**src/rtl/uart_tx_arb_if.sv**
```systemverilog
// Requester-side and uart_tx-side handshake bundle of the uart_tx packet arbiter.
// master = requesters + uart_tx side, slave = the arbiter.
interface uart_tx_arb_if #(
  parameter int unsigned NUM_SRC   = 4,
  parameter int unsigned DATA_BITS = 8
);
  localparam int unsigned IDW = (NUM_SRC > 1) ? $clog2(NUM_SRC) : 1;

  logic [NUM_SRC*DATA_BITS-1:0] i_src_data;
  logic [NUM_SRC-1:0]           i_src_valid;
  logic [NUM_SRC-1:0]           i_src_last;
  logic [NUM_SRC-1:0]           o_src_ready;
  logic [DATA_BITS-1:0]         o_tx_data;
  logic                         o_tx_valid;
  logic                         i_tx_ready;
  logic [IDW-1:0]               o_grant_id;
  logic                         o_busy;
  logic                         o_abort;

  modport master (
    output i_src_data, i_src_valid, i_src_last, i_tx_ready,
    input  o_src_ready, o_tx_data, o_tx_valid, o_grant_id, o_busy, o_abort
  );

  modport slave (
    input  i_src_data, i_src_valid, i_src_last, i_tx_ready,
    output o_src_ready, o_tx_data, o_tx_valid, o_grant_id, o_busy, o_abort
  );
endinterface

```
**src/rtl/uart_tx_arb.sv**
```systemverilog
// Round-robin packet arbiter sharing one uart_tx byte channel; each packet gets a 0xA<id> header.
// Define UART_TX_ARB_CSUM_EN to append an XOR checksum byte to every non-aborted packet.
module uart_tx_arb #(
  parameter int unsigned NUM_SRC     = 4,
  parameter int unsigned DATA_BITS   = 8,
  parameter int unsigned TIMEOUT_CYC = 1024
) (
  input  logic         i_clk,
  input  logic         i_rst,
  uart_tx_arb_if.slave bus
);
  localparam int unsigned IDW = (NUM_SRC > 1) ? $clog2(NUM_SRC) : 1;
  localparam int unsigned TW  = $clog2(TIMEOUT_CYC);
  localparam logic [TW-1:0] TMO_LAST = TW'(TIMEOUT_CYC - 1);

`ifdef UART_TX_ARB_CSUM_EN
  typedef enum logic [1:0] {IDLE, HDR, DATA, CSUM} state_e;
`else
  typedef enum logic [1:0] {IDLE, HDR, DATA} state_e;
`endif

  state_e               state_q, state_d;
  logic [IDW-1:0]       grant_q, grant_d;
  logic [IDW-1:0]       ptr_q, ptr_d;
  logic [TW-1:0]        tmo_q, tmo_d;
`ifdef UART_TX_ARB_CSUM_EN
  logic [DATA_BITS-1:0] csum_q, csum_d;
`endif

  logic                 src_valid_g;
  logic                 src_last_g;
  logic [DATA_BITS-1:0] src_data_g;
  logic                 tmo_hit;
  logic [IDW-1:0]       pick;
  logic [IDW-1:0]       ptr_next;

  assign src_valid_g = bus.i_src_valid[grant_q];
  assign src_last_g  = bus.i_src_last[grant_q];
  assign src_data_g  = bus.i_src_data[grant_q*DATA_BITS +: DATA_BITS];
  assign tmo_hit     = (state_q == DATA) && !src_valid_g && (tmo_q == TMO_LAST);
  assign ptr_next    = IDW'((32'(grant_q) + 32'd1) % NUM_SRC);

  // First requester at or above ptr (wrapping); scanned downward so the nearest one wins.
  always_comb begin
    pick = ptr_q;
    for (int unsigned i = 0; i < NUM_SRC; i++) begin
      logic [IDW-1:0] idx;
      idx = IDW'((32'(ptr_q) + NUM_SRC - 1 - i) % NUM_SRC);
      if (bus.i_src_valid[idx]) pick = idx;
    end
  end

  always_ff @(posedge i_clk or posedge i_rst) begin
    if (i_rst) state_q <= IDLE;
    else       state_q <= state_d;
  end

  always_ff @(posedge i_clk or posedge i_rst) begin
    if (i_rst) begin
      grant_q <= '0;
      ptr_q   <= '0;
      tmo_q   <= '0;
`ifdef UART_TX_ARB_CSUM_EN
      csum_q  <= '0;
`endif
    end else begin
      grant_q <= grant_d;
      ptr_q   <= ptr_d;
      tmo_q   <= tmo_d;
`ifdef UART_TX_ARB_CSUM_EN
      csum_q  <= csum_d;
`endif
    end
  end

  // Next state, grant, pointer, idle counter and checksum.
  always_comb begin
    state_d = state_q;
    grant_d = grant_q;
    ptr_d   = ptr_q;
    tmo_d   = tmo_q;
`ifdef UART_TX_ARB_CSUM_EN
    csum_d  = csum_q;
`endif
    case (state_q)
      IDLE: begin
        if (|bus.i_src_valid) begin
          grant_d = pick;
          tmo_d   = '0;
`ifdef UART_TX_ARB_CSUM_EN
          csum_d  = '0;
`endif
          state_d = HDR;
        end
      end
      HDR: begin
        if (bus.i_tx_ready) state_d = DATA;
      end
      DATA: begin
        if (src_valid_g) begin
          // A UART stall with valid high holds the idle counter.
          if (bus.i_tx_ready) begin
            tmo_d = '0;
`ifdef UART_TX_ARB_CSUM_EN
            csum_d = csum_q ^ src_data_g;
            if (src_last_g) state_d = CSUM;
`else
            if (src_last_g) begin
              state_d = IDLE;
              ptr_d   = ptr_next;
            end
`endif
          end
        end else if (tmo_hit) begin
          state_d = IDLE;
          ptr_d   = ptr_next;
        end else begin
          tmo_d = tmo_q + TW'(1);
        end
      end
`ifdef UART_TX_ARB_CSUM_EN
      CSUM: begin
        if (bus.i_tx_ready) begin
          state_d = IDLE;
          ptr_d   = ptr_next;
        end
      end
`endif
      default: state_d = IDLE;
    endcase
  end

  // Outputs decoded from state; DATA passes the granted source straight through.
  always_comb begin
    bus.o_tx_valid  = 1'b0;
    bus.o_tx_data   = '0;
    bus.o_src_ready = '0;
    case (state_q)
      HDR: begin
        bus.o_tx_valid = 1'b1;
        bus.o_tx_data  = DATA_BITS'({4'hA, 4'(grant_q)});
      end
      DATA: begin
        bus.o_tx_valid           = src_valid_g;
        bus.o_tx_data            = src_data_g;
        bus.o_src_ready[grant_q] = bus.i_tx_ready;
      end
`ifdef UART_TX_ARB_CSUM_EN
      CSUM: begin
        bus.o_tx_valid = 1'b1;
        bus.o_tx_data  = csum_q;
      end
`endif
      default: ;
    endcase
  end

  assign bus.o_grant_id = grant_q;
  assign bus.o_busy     = (state_q != IDLE);
  assign bus.o_abort    = tmo_hit;
endmodule
```
**src/flat_wrapper.sv**
```systemverilog
// flat-port wrapper written by rule: the top's interface ports become plain ports
module uart_tx_arb_flat 
#(
  parameter int unsigned NUM_SRC     = 4,
  parameter int unsigned DATA_BITS   = 8,
  parameter int unsigned TIMEOUT_CYC = 1024
)
  (i_clk, i_rst, bus_i_src_data, bus_i_src_valid, bus_i_src_last, bus_i_tx_ready, bus_o_src_ready, bus_o_tx_data, bus_o_tx_valid, bus_o_grant_id, bus_o_busy, bus_o_abort);
  uart_tx_arb_if #(.NUM_SRC(NUM_SRC), .DATA_BITS(DATA_BITS)) bus_i ();
  input  logic i_clk;
  input  logic i_rst;
  input wire logic [$bits(bus_i.i_src_data)-1:0] bus_i_src_data;
  input wire logic [$bits(bus_i.i_src_valid)-1:0] bus_i_src_valid;
  input wire logic [$bits(bus_i.i_src_last)-1:0] bus_i_src_last;
  input wire logic [$bits(bus_i.i_tx_ready)-1:0] bus_i_tx_ready;
  output wire logic [$bits(bus_i.o_src_ready)-1:0] bus_o_src_ready;
  output wire logic [$bits(bus_i.o_tx_data)-1:0] bus_o_tx_data;
  output wire logic [$bits(bus_i.o_tx_valid)-1:0] bus_o_tx_valid;
  output wire logic [$bits(bus_i.o_grant_id)-1:0] bus_o_grant_id;
  output wire logic [$bits(bus_i.o_busy)-1:0] bus_o_busy;
  output wire logic [$bits(bus_i.o_abort)-1:0] bus_o_abort;
  assign bus_i.i_src_data = bus_i_src_data;
  assign bus_i.i_src_valid = bus_i_src_valid;
  assign bus_i.i_src_last = bus_i_src_last;
  assign bus_i.i_tx_ready = bus_i_tx_ready;
  assign bus_o_src_ready = bus_i.o_src_ready;
  assign bus_o_tx_data = bus_i.o_tx_data;
  assign bus_o_tx_valid = bus_i.o_tx_valid;
  assign bus_o_grant_id = bus_i.o_grant_id;
  assign bus_o_busy = bus_i.o_busy;
  assign bus_o_abort = bus_i.o_abort;
  uart_tx_arb #(.NUM_SRC(NUM_SRC), .DATA_BITS(DATA_BITS), .TIMEOUT_CYC(TIMEOUT_CYC)) u_core (.i_clk(i_clk), .i_rst(i_rst), .bus(bus_i));
endmodule
```
**config.mk**
```make
export PLATFORM = sky130hd
export DESIGN_NAME = uart_tx_arb_flat
export DESIGN_NICKNAME = d
export VERILOG_FILES = /design/src/rtl/uart_tx_arb_if.sv /design/src/rtl/uart_tx_arb.sv /design/src/flat_wrapper.sv
export SDC_FILE = /design/constraint.sdc
export NUM_CORES = 1
export LEC_CHECK = 0
export ABC_CLOCK_PERIOD_IN_PS = 3100
export CAP_MARGIN = 25
export CORE_ASPECT_RATIO = 1.4
export CORE_MARGIN = 2
export CORE_UTILIZATION = 40
export DETAILED_ROUTE_END_ITERATION = 10
export PLACE_DENSITY = 0.76
export SYNTH_ARGS = -nofsm -noshare
export SYNTH_HDL_FRONTEND = slang
export SYNTH_SLANG_ARGS = --single-unit
```
**constraint.sdc**
```tcl
create_clock -name i_clk -period 3.1 [get_ports i_clk]
set_clock_uncertainty 0.2 [all_clocks]
set_input_delay 0.62 -clock i_clk [delete_from_list [all_inputs] [get_ports i_clk]]
set_output_delay 0.62 -clock i_clk [all_outputs]
set_load 0.005 [all_outputs]
```
==> results.py, run 1 <==
metrics = {
    "pwr": {
        "ir_drop_uv": 424,
        "pwr_density_cell_nw_per_um2": 677,
        "cellLeakagePower_nw": 0.983,
    },
    "route": {
        "first_iter_violations": 32,
        "first_pass_iters": 4,
        "antenna_left": 0,
        "num_vias": 1529,
        "wl_per_cell_um": 14.2,
        "wirelength_um": 3890,
        "route.detailed.drc": 0,
        "via_per_inst": 5.58,
    },
    "logic_synthesis": {
        "yosysWarnings": 0,
        "syn_nets": 214,
        "syn_area_um2": 1440,
        "synth_top_area_share_pct": 27.9,
        "synth_cell_type_count": 37,
        "synth-main-ff-cell": "dfrtp_1",
        "synth-seq-area-share_pct": 27.9,
        "yosys.area.top_type": "dfrtp_1",
        "synthArstFlopShare_pct": 100,
        "syn_area_per_cell_um2": 8.86,
        "synth_seq_cells": 16,
        "synthTopCellsByArea": "dfrtp_1 (28%), mux4_2 (13%), ha_1 (7.8%), o21ai_0 (4.5%), and3_1 (4.4%)",
        "synth-edff-count": 0,
        "synth_cells": 162,
    },
    "job": {
        "max-cap-violations": 0,
    },
    "grt": {
        "globalRouteOverflowTotal": 0,
        "track_usage_pct": 22.3,
        "grt_max_degree": 17,
        "grt_antenna_before_repair": 0,
        "grt_pass1_wl_um": 6610,
        "grt_pass1_vias": 1546,
    },
    "place": {
        "place_ws_ns": -0.153,
        "globalplace.congestion": 0.736,
        "postPlaceCellArea_um2": 2160,
        "io_buffers": 59,
        "dp_hpwl_um": 3210,
    },
    "die": {
        "ioPinCount": 60,
        "initial_core_util_pct": 42.1,
        "std_cell_rows": 25,
        "die_area_um2": 4090,
        "core-area_um2": 3410,
        "die_h_um": 74.9,
        "die-width_um": 54.6,
    },
    "critical_path": {
        "crit_buf_inv": 3,
        "critPathKind": "in -> out",
        "cp_slowest_stage_delay_ns": 0.49,
        "start_kind": "input port",
        "cp-end-kind": "primary output",
        "cp_max_fo": 5,
        "required_ns": 2.28,
        "rrSetupSlack_ns": 0.82,
        "worst_path_max_delay_cell": "mux4_2",
        "cp_cell_sequence": "clkdlybuf4s50_1 -> mux4_2 -> buf_4 -> a21oi_2 -> nor2b_1 -> dlygate4sd2_1",
        "cp_top_family": "buffers and inverters",
        "critPathArrivalTime_ns": 2.17,
    },
    "timing": {
        "final.period_utilization_pct": 96.4,
        "hold_viol": 0,
        "worst_pin_slew_ns": 0.625,
        "slew_viol_final": 0,
        "max_freq_mhz": 335,
        "setup_ws_ns": 0.112,
        "setup_tns_ns": 0,
        "worst_slew_margin_rel_pct": 58.3,
        "post-route-min-period_ns": 2.99,
        "rsz0062_at_grt": "false",
        "setup_violations": 0,
    },
    "final_layout": {
        "fin_area_um2": 2220,
        "synthToLayoutAreaGrowth_pct": 54.9,
        "final_cell_mix": "clkdlybuf4s50_1 (57), nand2_1 (16), buf_4 (16), dfrtp_1 (16), o21ai_0 (13)",
        "nets": 287,
        "layout_commonest_cell": "clkdlybuf4s50_1",
        "diodes": 0,
        "drive_gt1_share_pct": 15.8,
    },
    "cts": {
        "clock-sinks": 16,
        "worstSkewPairLatency_ns": 0.26,
        "cts_tree": "done",
        "clkTransAtPathRegs_ns": 0.06,
        "cts_buffers": 3,
        "h-tree-depth": 1,
        "root_buffer": "clkbuf_8",
        "cts_buffer_depth": 2,
        "ctsHoldBuffers": 0,
    },
    "run_status": {
        "status": "finished, final reports clean",
    },
    "worst_hold_path": {
        "hold_class": "reg -> reg",
    },
}
-- cells in the mapped netlist (2+ instances only) --
library cell   n
nand2_1       16
inv_1         12
mux4_2         8
o22ai_1        2
o31ai_1        2
mux2_2         3
nor4_1         2
nor2b_1        3
and3_1        10
clkbuf_1       3
buf_2          4
mux2i_1        3
a21oi_1       12
dfrtp_1       16
o21ai_0       13
and2_1         4
o22a_1         3
nand3_1        6
a31oi_1        3
nor2_1         8
nor3_1         4
ha_1           9
nand4_1        2
-- cell type report --
| class | count | area (µm²) |
|---|---|---|
| sequential | 16 | 400 |
| fill | 284 | 1190 |
| clock buffer | 4 | 55.1 |
| inverter | 12 | 45.0 |
| tap | 40 | 50.0 |
| multi-input combinational | 127 | 965 |
| timing repair buffer | 75 | 708 |
-- registers in the layout, indices dropped and copies added (netlist names) --
register,cells
u_core.bus.o_grant_id,2
u_core.state_q,2
u_core.ptr_q,2
u_core.tmo_q,10
-- power by group --
part / internal, mW / switching, mW
Clock: 0.113 / 0.0754
Combinational: 0.549 / 0.449
Sequential: 0.258 / 0.0604
-- cells by family (layout without fill, tap and decap cells) --
group,after synthesis,after routing,synth area share (%)
AND/OR/NAND/NOR,59,59,21.1
buffers and inverters,19,91,5.32
flip-flops,16,16,27.9
multiplexers,15,15,18.0
AO/OA/AOI/OAI,44,44,19.8
adder cells (fa/ha/maj),9,9,7.85
-- per-stage QoR --
stage	cells	power [mW]	util, %	hold WS (ns)
2_1_floorplan	162	0.900	-	0.276
3_3_place_gp	270	1.31	63.5	0.302
3_5_place_dp	270	1.33	63.5	0.320
4_1_cts	274	1.52	65.2	0.331
5_1_grt	274	1.64	65.2	0.351
6_report	274	1.51	65.2	0.328
-- timing repair --
| item | CTS | global route |
|---|---|---|
| endpoints found under the setup margin | 2 | 0 |
| gates resized for setup | 4 | 0 |
| buffers inserted | 0 | 0 |
-- final timing paths --
path	from	endpoint	depth (start not counted)
setup reg to reg	u_core.bus.o_grant_id[0]	u_core.state_q[1]	6
max in group asynchronous	i_rst	u_core.tmo_q[4]	2
hold / removal	u_core.tmo_q[7]	u_core.tmo_q[7]	1
setup / recovery	bus_i_src_valid[3]	bus_o_tx_valid	6
hold reg to reg	u_core.tmo_q[7]	u_core.tmo_q[7]	1
min in group asynchronous	i_rst	u_core.bus.o_grant_id[0]	2
-- layer usage --
layer | part of all wire [%] | routed length [µm] | vias to the layer above | GRT usage, %
met5 | 0 | 0 | - | 0
met4 | 1.6 | 64 | 0 | 8.33
met3 | 7.7 | 299 | 5 | 6.55
met2 | 53 | 2070 | 58 | 38.9
met1 | 38 | 1460 | 716 | 25.0
li1 | - | - | 750 | -
Power figures use the tool's default switching activity.
==> run 2: changes to the inputs <==
--- a/config.mk
+++ b/config.mk
@@ -7,7 +7,7 @@
 export LEC_CHECK = 0
 export ABC_CLOCK_PERIOD_IN_PS = 3100
 export CAP_MARGIN = 25
-export CORE_ASPECT_RATIO = 1.4
+export CORE_ASPECT_RATIO = 0.6
 export CORE_MARGIN = 2
 export CORE_UTILIZATION = 40
 export DETAILED_ROUTE_END_ITERATION = 10
==> run 2 against run 1 <==
Against the previous run: final area is 0.17% higher; worst hold slack hardly changed; first-iteration DRC count grew to 2.8 times the previous value; count of clock-buffer cells in the layout is 1 lower; sequential power hardly changed; total power is 0.98% lower; largest power group unchanged.
==> results.py, run 2 (synthesis gave the netlist of run 1 again) <==
metrics = {
    "route": {
        "route.detailed.drc": 0,
        "wl_per_cell_um": 14.6,
        "first_pass_iters": 4,
        "num_vias": 1501,
        "wirelength_um": 4070,
        "antenna_left": 0,
        "first_iter_violations": 89,
        "via_per_inst": 5.38,
    },
    "critical_path": {
        "critPathKind": "in -> out",
        "r2r_cells": 7,
        "rr_startpoint": "u_core.bus.o_grant_id[1]",
        "rrSetupSlack_ns": 0.72,
        "required_ns": 2.28,
        "cp_max_fo": 5,
        "critPathArrivalTime_ns": 2.19,
        "cp-end-kind": "primary output",
        "rr_endpoint": "u_core.state_q[1]",
        "start_kind": "input port",
    },
    "cts": {
        "h-tree-depth": 1,
        "cts_buffer_depth": 2,
        "clock-sinks": 16,
        "cts_tree": "done",
        "cts_buffers": 3,
        "worstSkewPairLatency_ns": 0.25,
        "root_buffer": "clkbuf_8",
        "clkTransAtPathRegs_ns": 0.06,
    },
    "grt": {
        "busiest_layer": "met2",
        "grt_util_met2_pct": 35.1,
        "grt_max_degree": 17,
        "globalRouteOverflowTotal": 0,
        "use_met1_pct": 32.0,
        "grt_pass1_wl_um": 6960,
        "grt_antenna_before_repair": 0,
        "use_met3_pct": 4.32,
        "track_usage_pct": 21.8,
        "grt_pass1_vias": 1461,
    },
    "final_layout": {
        "utilization_pct": 66.6,
        "synthToLayoutAreaGrowth_pct": 55.2,
        "multi_input_area_um2": 972,
        "nFillCells": 275,
        "drive_gt1_share_pct": 16.7,
        "regMostFlops": "u_core.tmo_q",
        "fin_area_um2": 2230,
        "final-seq-area_um2": 400,
        "final-instance-count-excl-fill": 279,
        "final_cell_mix": "clkdlybuf4s50_1 (57), buf_4 (17), nand2_1 (16), dfrtp_1 (16), o21ai_0 (13)",
        "diodes": 0,
        "largest_reg_flops": 10,
        "layout_commonest_cell": "clkdlybuf4s50_1",
        "nets": 288,
    },
    "worst_hold_path": {
        "hold_depth": 1,
        "min_from": "u_core.tmo_q[8]",
        "hold_class": "reg -> reg",
        "hold-path-endpoint": "u_core.tmo_q[8]",
    },
    "place": {
        "io_buffers": 59,
        "dp_hpwl_um": 3350,
        "postPlaceCellArea_um2": 2170,
        "globalplace.congestion": 0.838,
        "placed_cells": 275,
        "place_ws_ns": -0.220,
    },
    "timing": {
        "hold_viol": 0,
        "setup_violations": 0,
        "max_freq_mhz": 332,
        "whs_ns": 0.327,
        "post-route-min-period_ns": 3.01,
        "setup_tns_ns": 0,
        "rsz0062_at_grt": "false",
        "final.period_utilization_pct": 97.2,
        "worst_pin_slew_ns": 0.598,
        "setup_ws_ns": 0.0865,
        "slew_viol_final": 0,
        "worst_slew_margin_rel_pct": 60.1,
    },
    "pwr": {
        "ir_drop_uv": 456,
        "cellLeakagePower_nw": 0.976,
        "pwr_density_cell_nw_per_um2": 669,
        "total_power_mw": 1.49,
    },
    "run_status": {
        "status": "finished, final reports clean",
    },
    "job": {
        "max-cap-violations": 0,
    },
    "die": {
        "std_cell_rows": 16,
        "die_h_um": 50.4,
        "die-width_um": 81.3,
        "ioPinCount": 60,
        "initial_core_util_pct": 42.9,
        "die_area_um2": 4100,
        "core-area_um2": 3340,
    },
}
## run 2: changes by cell type in the layout (fill, tap and decap cells not counted), sizes merged
cell,previous run,this run
buf,16,17
dlygate4sd2,2,1
## run 2: critical path: stages
cell	delay (ns)
clkdlybuf4s50_1	0.42
mux4_2	0.52
buf_4	0.17
a21oi_2	0.15
nor2b_1	0.06
dlygate4sd2_1	0.26
## run 2: worst max path at each step
stage                                 to  cells after the start               start
after global routing      bus_o_tx_valid                      6  bus_i_src_valid[0]
after floorplan              bus_o_abort                      3  bus_i_src_valid[3]
final                     bus_o_tx_valid                      6  bus_i_src_valid[3]
after global placement       bus_o_abort                      5  bus_i_src_valid[3]
after CTS                    bus_o_abort                      6  bus_i_src_valid[3]
after detailed placement     bus_o_abort                      5  bus_i_src_valid[3]
## run 2: what timing repair did
| action | CTS | global route |
|---|---|---|
| hold buffers | 0 | 0 |
| buffers inserted | 1 | 0 |
| resized for setup | 5 | 3 |
| endpoints found under the setup margin | 2 | 3 |
## run 2: power breakdown
part           total, mW  internal, mW  switching (mW)  leakage [nW]
Clock              0.155        0.0862          0.0688        0.0216
Combinational       1.02         0.557           0.462         0.745
Sequential         0.317         0.258          0.0583         0.210
## run 2: routing by layer
metal,part of all wire (%),routed length [µm]
met3,4.9,201
met4,0,0
met1,49,1990
met2,46,1880
met5,0,0
## run 2: cell type report
class                      count  area share, %
tap                           45           2.53
timing repair buffer          76           32.0
clock buffer                   3           1.85
sequential                    16           18.0
inverter                      12           2.02
multi-input combinational    127           43.7
